--- config.mk ---
export PLATFORM = sky130hd
export DESIGN_NAME = mem_port_arbiter
export DESIGN_NICKNAME = d
export VERILOG_FILES = /design/src/rtl/mem_port_arbiter.sv
export SDC_FILE = /design/constraint.sdc
export NUM_CORES = 1
export LEC_CHECK = 0
export CAP_MARGIN = 40
export CORE_ASPECT_RATIO = 1.2
export CORE_MARGIN = 10
export CORE_UTILIZATION = 28
export DETAILED_ROUTE_END_ITERATION = 7
export PLACE_DENSITY_LB_ADDON = 0.12
export SLEW_MARGIN = 20
export SYNTH_ARGS = -nofsm -noshare
export SYNTH_HDL_FRONTEND = slang
export SYNTH_SLANG_ARGS = --single-unit
--- constraint.sdc ---
create_clock -name clk -period 3.85 [get_ports clk]
set_clock_uncertainty 0.05 [all_clocks]
set_input_delay 1.155 -clock clk [delete_from_list [all_inputs] [get_ports clk]]
set_output_delay 1.155 -clock clk [all_outputs]
set_load 0.1 [all_outputs]
--- src/rtl/mem_port_arbiter.sv ---
// Arbitrates one single-port memory between instruction fetch and data read/write.
// Data has fixed priority; a burst counter forces a fetch grant after DATA_BURST_MAX data grants.
module mem_port_arbiter #(
  parameter int unsigned DATA_BURST_MAX = 4
) (
  input  logic        clk,
  input  logic        reset,
  input  logic        i_req,
  input  logic [31:0] i_addr,
  output logic        i_rvalid,
  output logic [31:0] i_rdata,
  input  logic        d_rreq,
  input  logic [31:0] d_raddr,
  output logic        d_rvalid,
  output logic [31:0] d_rdata,
  input  logic [3:0]  d_wreq,
  input  logic [31:0] d_waddr,
  input  logic [31:0] d_wdata,
  output logic        d_wdone,
  output logic        mem_req,
  output logic [3:0]  mem_we,
  output logic [31:0] mem_addr,
  output logic [31:0] mem_wdata,
  input  logic [31:0] mem_rdata,
  input  logic        mem_ack
);

  typedef enum logic [1:0] {IDLE = 2'd0, FETCH = 2'd1, DREAD = 2'd2, DWRITE = 2'd3} state_t;

  localparam logic [3:0] BURST_MAX = 4'(DATA_BURST_MAX);

  function automatic logic [3:0] sat_inc(input logic [3:0] v);
    return (v >= BURST_MAX) ? BURST_MAX : v + 4'd1;
  endfunction

  state_t      state_q, state_d;
  logic [3:0]  burst_q, burst_d;
  logic        mem_req_q, mem_req_d;
  logic [3:0]  mem_we_q, mem_we_d;
  logic [31:0] mem_addr_q, mem_addr_d;
  logic [31:0] mem_wdata_q, mem_wdata_d;
  logic        i_rvalid_q, i_rvalid_d;
  logic [31:0] i_rdata_q, i_rdata_d;
  logic        d_rvalid_q, d_rvalid_d;
  logic [31:0] d_rdata_q, d_rdata_d;
  logic        d_wdone_q, d_wdone_d;

  // A requester whose completion pulse is high is releasing its request, so it is not re-served.
  logic f_elig, r_elig, w_elig, starve;
  assign f_elig = i_req && !i_rvalid_q;
  assign r_elig = d_rreq && !d_rvalid_q;
  assign w_elig = (d_wreq != 4'd0) && !d_wdone_q;
  assign starve = f_elig && (burst_q == BURST_MAX);

  always_comb begin
    state_d     = state_q;
    burst_d     = burst_q;
    mem_req_d   = mem_req_q;
    mem_we_d    = mem_we_q;
    mem_addr_d  = mem_addr_q;
    mem_wdata_d = mem_wdata_q;
    i_rvalid_d  = 1'b0;
    i_rdata_d   = i_rdata_q;
    d_rvalid_d  = 1'b0;
    d_rdata_d   = d_rdata_q;
    d_wdone_d   = 1'b0;
    case (state_q)
      IDLE: begin
        mem_req_d = 1'b0;
        if (!i_req) burst_d = 4'd0;
        if (starve) begin
          state_d    = FETCH;
          mem_req_d  = 1'b1;
          mem_addr_d = i_addr;
          mem_we_d   = 4'd0;
          burst_d    = 4'd0;
        end else if (w_elig) begin
          state_d     = DWRITE;
          mem_req_d   = 1'b1;
          mem_addr_d  = d_waddr;
          mem_we_d    = d_wreq;
          mem_wdata_d = d_wdata;
          if (f_elig) burst_d = sat_inc(burst_q);
        end else if (r_elig) begin
          state_d    = DREAD;
          mem_req_d  = 1'b1;
          mem_addr_d = d_raddr;
          mem_we_d   = 4'd0;
          if (f_elig) burst_d = sat_inc(burst_q);
        end else if (f_elig) begin
          state_d    = FETCH;
          mem_req_d  = 1'b1;
          mem_addr_d = i_addr;
          mem_we_d   = 4'd0;
          burst_d    = 4'd0;
        end
      end
      FETCH: if (mem_ack) begin
        state_d    = IDLE;
        mem_req_d  = 1'b0;
        i_rdata_d  = mem_rdata;
        i_rvalid_d = 1'b1;
      end
      DREAD: if (mem_ack) begin
        state_d    = IDLE;
        mem_req_d  = 1'b0;
        d_rdata_d  = mem_rdata;
        d_rvalid_d = 1'b1;
      end
      DWRITE: if (mem_ack) begin
        state_d   = IDLE;
        mem_req_d = 1'b0;
        d_wdone_d = 1'b1;
      end
      default: begin
        state_d   = IDLE;
        mem_req_d = 1'b0;
      end
    endcase
  end

  always_ff @(posedge clk or negedge reset) begin
    if (!reset) begin
      state_q     <= IDLE;
      burst_q     <= 4'd0;
      mem_req_q   <= 1'b0;
      mem_we_q    <= 4'd0;
      mem_addr_q  <= 32'd0;
      mem_wdata_q <= 32'd0;
      i_rvalid_q  <= 1'b0;
      i_rdata_q   <= 32'd0;
      d_rvalid_q  <= 1'b0;
      d_rdata_q   <= 32'd0;
      d_wdone_q   <= 1'b0;
    end else begin
      state_q     <= state_d;
      burst_q     <= burst_d;
      mem_req_q   <= mem_req_d;
      mem_we_q    <= mem_we_d;
      mem_addr_q  <= mem_addr_d;
      mem_wdata_q <= mem_wdata_d;
      i_rvalid_q  <= i_rvalid_d;
      i_rdata_q   <= i_rdata_d;
      d_rvalid_q  <= d_rvalid_d;
      d_rdata_q   <= d_rdata_d;
      d_wdone_q   <= d_wdone_d;
    end
  end

  assign mem_req   = mem_req_q;
  assign mem_we    = mem_we_q;
  assign mem_addr  = mem_addr_q;
  assign mem_wdata = mem_wdata_q;
  assign i_rvalid  = i_rvalid_q;
  assign i_rdata   = i_rdata_q;
  assign d_rvalid  = d_rvalid_q;
  assign d_rdata   = d_rdata_q;
  assign d_wdone   = d_wdone_q;

endmodule

Yosys cells after proc, flatten, opt, wreduce, memory -nomap -nowiden. Index checks and enable logic that the tools add are counted.

Output and inout bits: 136. Logic and storage cells: 67. Bits in registers: 142.

Bitwise gates (word level): 1. Equality and inequality tests: 6. Add/subtract/negate cells: 1. Reductions and logical operators: 16. Order comparisons: 1. Multiplexer cells: 31.

Operators with widths (count): $mux 32 (4); $mux 4 (11); $mux 2 (5); $mux 1 (9); $reduce_and 2->1 (4); $reduce_bool 4->1 (2); $ne 5x5->1 const B (1); $add 4x1->4 const B (1); $eq 2x2->1 const B (2); $eq 4x3->1 const B (1); $ge 4x3->1 const B (1); $logic_and 1x1->1 (4); $pmux 2 s2 (1); $logic_not 1->1 (3); $reduce_and 3->1 (1); $reduce_or 3->1 (1); $eq 2x1->1 const B (1); $logic_not 2->1 (1); $ne 2x1->1 const B (1); $pmux 1 s2 (1); $not 1->1 (1).

Depth between registers and ports, before layout. Gate-level depths: netlist of run 1.

Word-level depth: 7. Mapped depth: 6. Mapped depth without buffers: 5.

Least setup slack after synthesis of run 1. No wires, ideal clock.

Kind: input -> register. Start point: in i_req. End point: reg mem_wdata_q[10], in the netlist mem_wdata[10]. Setup time: 0.125 ns. Data required time: 3.675 ns. Arrival: 2.617 ns. Path slack: 1.058 ns. Cell stages on the path: 5. Cells stage by stage: nor3b_2 a311o_1 nor3_4 buf_4 mux2_2.

Longest elaborated chain between the ends: 4.

RTL lines: start: declaration (RTL line 8) `input logic i_req,`; $logic_and 1x1->1 (RTL line 50) `assign f_elig = i_req && !i_rvalid_q;`; $logic_and 1x1->1 (RTL line 53) `assign starve = f_elig && (burst_q == BURST_MAX);`; $not 1->1 (no line); $reduce_and 3->1 (no line); end signal: assignment (RTL line 141) `mem_wdata_q <= mem_wdata_d;`; end: declaration (RTL line 41) `logic [31:0] mem_wdata_q, mem_wdata_d;`.

No other way between the ends. A chain may end at the register's enable or synchronous reset.

Worst setup path after layout of run 1.
Start point: in d_wreq[3]. End point: reg mem_addr_q[13], in the netlist mem_addr[13].

Longest elaborated chain between the ends: 4.

RTL lines: start: declaration (RTL line 16) `input logic [3:0] d_wreq,`; $reduce_bool 4->1 (*) (RTL line 52) `assign w_elig = (d_wreq != 4'd0) && !d_wdone_q;`; $logic_and 1x1->1 (*) (RTL line 52); $reduce_bool 4->1 (no line) / $mux 32 (equally long branches); $reduce_and 2->1 (no line) / $mux 32 (equally long branches); end signal: assignment (RTL line 140) `mem_addr_q <= mem_addr_d;`; end: declaration (RTL line 40) `logic [31:0] mem_addr_q, mem_addr_d;`.

Every way passes the cells marked *; elsewhere a longest branch is shown, timed or not.

==> impl_results.md, run 1 <==
- Commonest cells after routing, fill and taps aside: 194 x nand2_1, 167 x clkdlybuf4s50_1, 151 x buf_4
- Number of max-cap violations: 0
- Critical Path Source: d_wreq[3]
- Post-DP Area: 0.00921 sq mm
- Layout area overhead: 58.8%
- Dominant synthesized flop cell: dfrtp_1
- Number of buffers created by CTS: 17
- Share of the synthesized area in the top cell type: 57.5%
- Die W: 156 um
- Synthesized Nets: 786
- Worst-Skew Late Latency: 0.41 ns
- Area leader, netlist: dfrtp_1
- Crit path DAT: 3.17 ns
- I/O Pins: 305
- Final setup violation count: 0
- Status: complete, no violations
- Most common cell after layout, fill and taps aside: nand2_1
- Fmax: 339 MHz
- Async set-reset flop share out of synthesis: 100%
- Initial Utilization: 28.5%
- Period utilization: 76.6%
- XOR/XNOR share of the synthesized area: 0%
- Setup Buffers After CTS: 0
- Slew @ Worst Pin: 0.623 ns
- Critical path class: input pin to register
- Seq cells post-synth: 142
- Cell area after synthesis: 0.00618 sq mm
- Clock buffer depth: 2
- DR iter-0 viols: 265
- Core Util, Final: 45.2%
- Place WS: 0.520 ns
- CTS HTree Levels: 4
- Main combinational cell family by area after synthesis: simple AND/OR/NAND/NOR gates
- Die Height: 183 um
- Number of synthesized flops with an enable pin: 0
- Remaining DRCs: 0
- Drt via density: 4.77
- Worst hold path startpoint: i_rdata[19]$_DFFE_PN0P_
- Synthesized instance count: 615
- Worst min path class: register to register
- Global-route wire length before repair: 36700 um
- Final setup TNS: 0 ns
- Avg Inst Size Synth: 10.0 sq um
- TritonCTS clock tree: yes
- CTS root buffer: clkbuf_16
- WL final: 23700 um
- Post-DRT Antenna Nets: 0
- Largest net degree at the start of global routing: 65
- Final Hold Fails: 0
- Post-synthesis adder-cell area fraction: 0.405%
- Number of global-route vias before repair: 6027
- Critical R2R Launch: d_wdone$_DFF_PN0_
- Grt ovf: 0
- Worst setup margin: 0.903 ns
- Synth warnings: 0
- Resized Gates After CTS: 0
- Post-synthesis sequential area ratio: 57.5%
- HPWL after detailed placement: 16900 um
- CORE AREA: 0.0217 sq mm
- Cts hold-fix bufs: 0
- Final-stage net count: 1086
- Synth Area in Compound Gates: 13.5%
- Die footprint: 0.0284 sq mm
- Simple-gate area share of the yosys netlist: 17.1%
- Share of layout cells above drive strength 1: 24.4%
- Type of origin of the critical path: input pin
- Mux cell area share after synthesis: 6.06%
- Routed vias: 5738
- Critical Path End Type: register
- Gpl congestion: 0.798
- Fin area: 0.00981 sq mm
- Pre-antenna DRT Iters: 4
- Final slew viol count: 0
- Netlist cell types: 35
- RSZ-0062 raised after global routing: false
- Port bufs: 304
- Total GRT Usage: 16.2%
- Clock sinks: 142
- Initial antenna violation count: 2
- Max-Slew Margin vs Limit: 58.4%
- Row cnt: 59
- Wire per inst: 19.7 um
- CP max FO: 35
- Top cells by area, synth: dfrtp_1 58%, nand2_1 12%, mux2_2 5.7%
- Tmin final: 2.95 ns
- Clock slew at reported path FFs: 0.07 ns
- CP required: 4.07 ns
## sequential cells by signal, indices dropped and copies added, names as in the netlist, 2 cells and up
register,count
mem_wdata,32
i_rdata,32
mem_we,4
d_rdata,32
burst_q,4
mem_addr,32
state_q,2
## metrics by stage
step | hold slack [ns] | std cells
6_report | 0.427 | 1203
5_1_grt | 0.455 | 1203
4_1_cts | 0.432 | 1201
3_5_place_dp | 0.414 | 1169
3_3_place_gp | 0.410 | 1168
2_1_floorplan | 0.442 | 615
## kinds of logic after synthesis
kind of cell,after synthesis
muxes,33
AOI/OAI and AO/OA,114
and+or+nand+nor,244
DFF,142
buffers and inverters,80
adders and majority gates,2
## metal layers
layer	vias up	share of wire, %	global-route usage (%)
met5	-	0.055	0
met4	2	0.98	3.86
met3	17	11	7.53
met2	228	47	25.6
met1	2779	41	19.7
li1	2712	-	-
## worst max-delay path, cell delays in order
cell and delay, ns:
clkdlybuf4s50_1 0.46, nor4_4 0.32, buf_4 0.38, o211ai_1 0.21
buf_4 0.32, a21oi_1 0.22, a221oi_1 0.07
## synthesized netlist by cell type (all sizes together) (5+ instances only)
| cell type | count |
|---|---|
| mux2 | 32 |
| o31ai | 32 |
| nor2 | 6 |
| buf | 10 |
| nand2 | 194 |
| a22o | 5 |
| or3 | 32 |
| inv | 38 |
| a221oi | 32 |
| clkbuf | 32 |
| dfrtp | 142 |
| a21oi | 33 |
## layout make-up
type,count,area [sq um]
multi-input combinational,393,2300
antenna,1,2.50
tap,274,343
fill,2133,11900
clock buffer,19,443
sequential,142,3550
clock inverter,13,148
inverter,38,143
timing repair buffer,323,2880
## final timing paths
kind,end,slack [ns],cells after the start
setup / recovery,mem_addr[13]$_DFFE_PN0P_,0.90,7
hold / removal,i_rdata[19]$_DFFE_PN0P_,0.43,2
setup reg to reg,mem_addr[12]$_DFFE_PN0P_,1.54,6
hold reg to reg,i_rdata[19]$_DFFE_PN0P_,0.43,2
max in group asynchronous,d_rdata[24]$_DFFE_PN0P_,2.34,2
min in group asynchronous,mem_wdata[27]$_DFFE_PN0P_,0.67,1
Power of run 1 is left out: the tool's default activity adds up to more than one toggle a clock period on the data nets, which glitch-free logic cannot reach.
==> inputs of run 2 (changes only) <==
- clock period: 3.85 -> 2.95 ns (I/O delays scaled with it)
==> run 2 against run 1 <==
Effect of this change: worst hold slack worse by 0.086 ns; first-iteration DRC count is 1.5% lower; die area stayed put; wire length is 0.91% lower; count of clock-buffer cells in the layout stayed put.
==> impl_results.md, run 2 (synthesized netlist as in run 1, its figures left out) <==
- Status: complete, no violations
- Grt ovf: 0
- CTS root buffer: clkbuf_16
- Share of layout cells above drive strength 1: 25.0%
- Number of buffers created by CTS: 17
- Most common cell after layout, fill and taps aside: nand2_1
- Row cnt: 59
- Die footprint: 0.0284 sq mm
- Period utilization: 84.1%
- Die Height: 183 um
- Worst min path class: input pin to asynchronous set/reset pin
- CTS HTree Levels: 4
- Gpl congestion: 0.791
- Global-route wire length before repair: 35900 um
- WL final: 23400 um
- Reg2reg setup slack: 0.87 ns
- Final slew viol count: 0
- I/O Pins: 305
- Number of global-route vias before repair: 5987
- Critical path class: input pin to register
- Slew @ Worst Pin: 0.646 ns
- Max-Slew Margin vs Limit: 56.9%
- DR iter-0 viols: 261
- Fmax: 403 MHz
- RSZ-0062 raised after global routing: false
- Tmin final: 2.48 ns
- TritonCTS clock tree: yes
- Clock sinks: 142
- Inst Count DP: 1178
- Initial Utilization: 28.5%
- Drt via density: 4.68
- Crit path cell chain: clkdlybuf4s50_1, nor3b_2, a311o_1, nor3_4, buf_12, mux2_2
- Largest net degree at the start of global routing: 47
- Remaining DRCs: 0
- Layout Cells excl Fill: 1211
- Clock slew at reported path FFs: 0.07 ns
- CP peak stage delay: 0.44 ns
- CORE AREA: 0.0217 sq mm
- Commonest cells after routing, fill and taps aside: 194 x nand2_1, 167 x clkdlybuf4s50_1, 156 x buf_4
- Setup Buffers After CTS: 0
- Final setup TNS: 0 ns
- Final setup violation count: 0
- CP required: 3.20 ns
- HPWL after detailed placement: 17000 um
- Worst-Skew Late Latency: 0.41 ns
- Type of origin of the critical path: input pin
- CP max FO: 26
- Die W: 156 um
- Crit path DAT: 2.73 ns
- Resized Gates After CTS: 0
- Wire per inst: 19.4 um
- Final-stage net count: 1094
- Clock buffer depth: 2
- Initial antenna violation count: 1
- Number of max-cap violations: 0
- Post-DRT Antenna Nets: 0
- Total GRT Usage: 16.0%
- CP max stage cell: clkdlybuf4s50_1
- Routed vias: 5670
- Critical Path End Type: register
- Cts hold-fix bufs: 0
- Final Hold Fails: 0
- Layout area overhead: 61.1%
- Port bufs: 304
- Pre-antenna DRT Iters: 4
-- run 2: changes by cell type in the layout (fill, tap and decap cells not counted), sizes merged --
cell      delta
inv          -1
clkinvlp     +2
bufinv       +2
clkinv       -3
buf          +8
-- run 2: per-stage QoR --
| stage | setup slack, ns | cell area (sq um) | hold slack, ns | utilization [%] |
|---|---|---|---|---|
| 2_1_floorplan | 0.372 | 6180 | 0.442 | - |
| 3_3_place_gp | 0.0519 | 9330 | 0.409 | 43.0 |
| 3_5_place_dp | 0.0409 | 9330 | 0.413 | 43.0 |
| 4_1_cts | 0.481 | 9950 | 0.358 | 45.9 |
| 5_1_grt | 0.417 | 9960 | 0.357 | 45.9 |
| 6_report | 0.470 | 9960 | 0.341 | 45.9 |
-- run 2: worst paths after layout --
| path | from | end | depth (start not counted) |
|---|---|---|---|
| setup / recovery | i_req | mem_wdata[16]$_DFFE_PN0P_ | 6 |
| hold / removal | reset | mem_wdata[31]$_DFFE_PN0P_ | 1 |
| setup reg to reg | d_wdone$_DFF_PN0_ | mem_addr[25]$_DFFE_PN0P_ | 4 |
| hold reg to reg | d_rdata[20]$_DFFE_PN0P_ | d_rdata[20]$_DFFE_PN0P_ | 2 |
| max in group asynchronous | reset | mem_addr[12]$_DFFE_PN0P_ | 2 |
| min in group clk | d_rdata[20]$_DFFE_PN0P_ | d_rdata[20]$_DFFE_PN0P_ | 2 |
-- run 2: area by class of cell --
type                            count  area (sq um)
Clock inverter                     13           178
Antenna cell                        1          2.50
Fill cell                        2134         11700
Clock buffer                       19           443
Sequential cell                   142          3550
Timing Repair Buffer              331          2990
Inverter                           38           143
Multi-Input combinational cell    393          2300
Tap cell                          274           343
-- run 2: layer usage --
metal / routed length (um) / track usage (%)
met1: 9680 / 19.3
met2: 11200 / 25.4
met3: 2310 / 7.25
met4: 216 / 3.71
met5: 0 / 0
-- run 2: worst max-delay path, delay by kind of cell --
family | cells | cell delay (ns)
muxes | 1 | 0.35
buffers and inverters | 2 | 0.67
and+or+nand+nor | 2 | 0.40
AOI/OAI and AO/OA | 1 | 0.39
Power of run 2 is left out for the same reason.
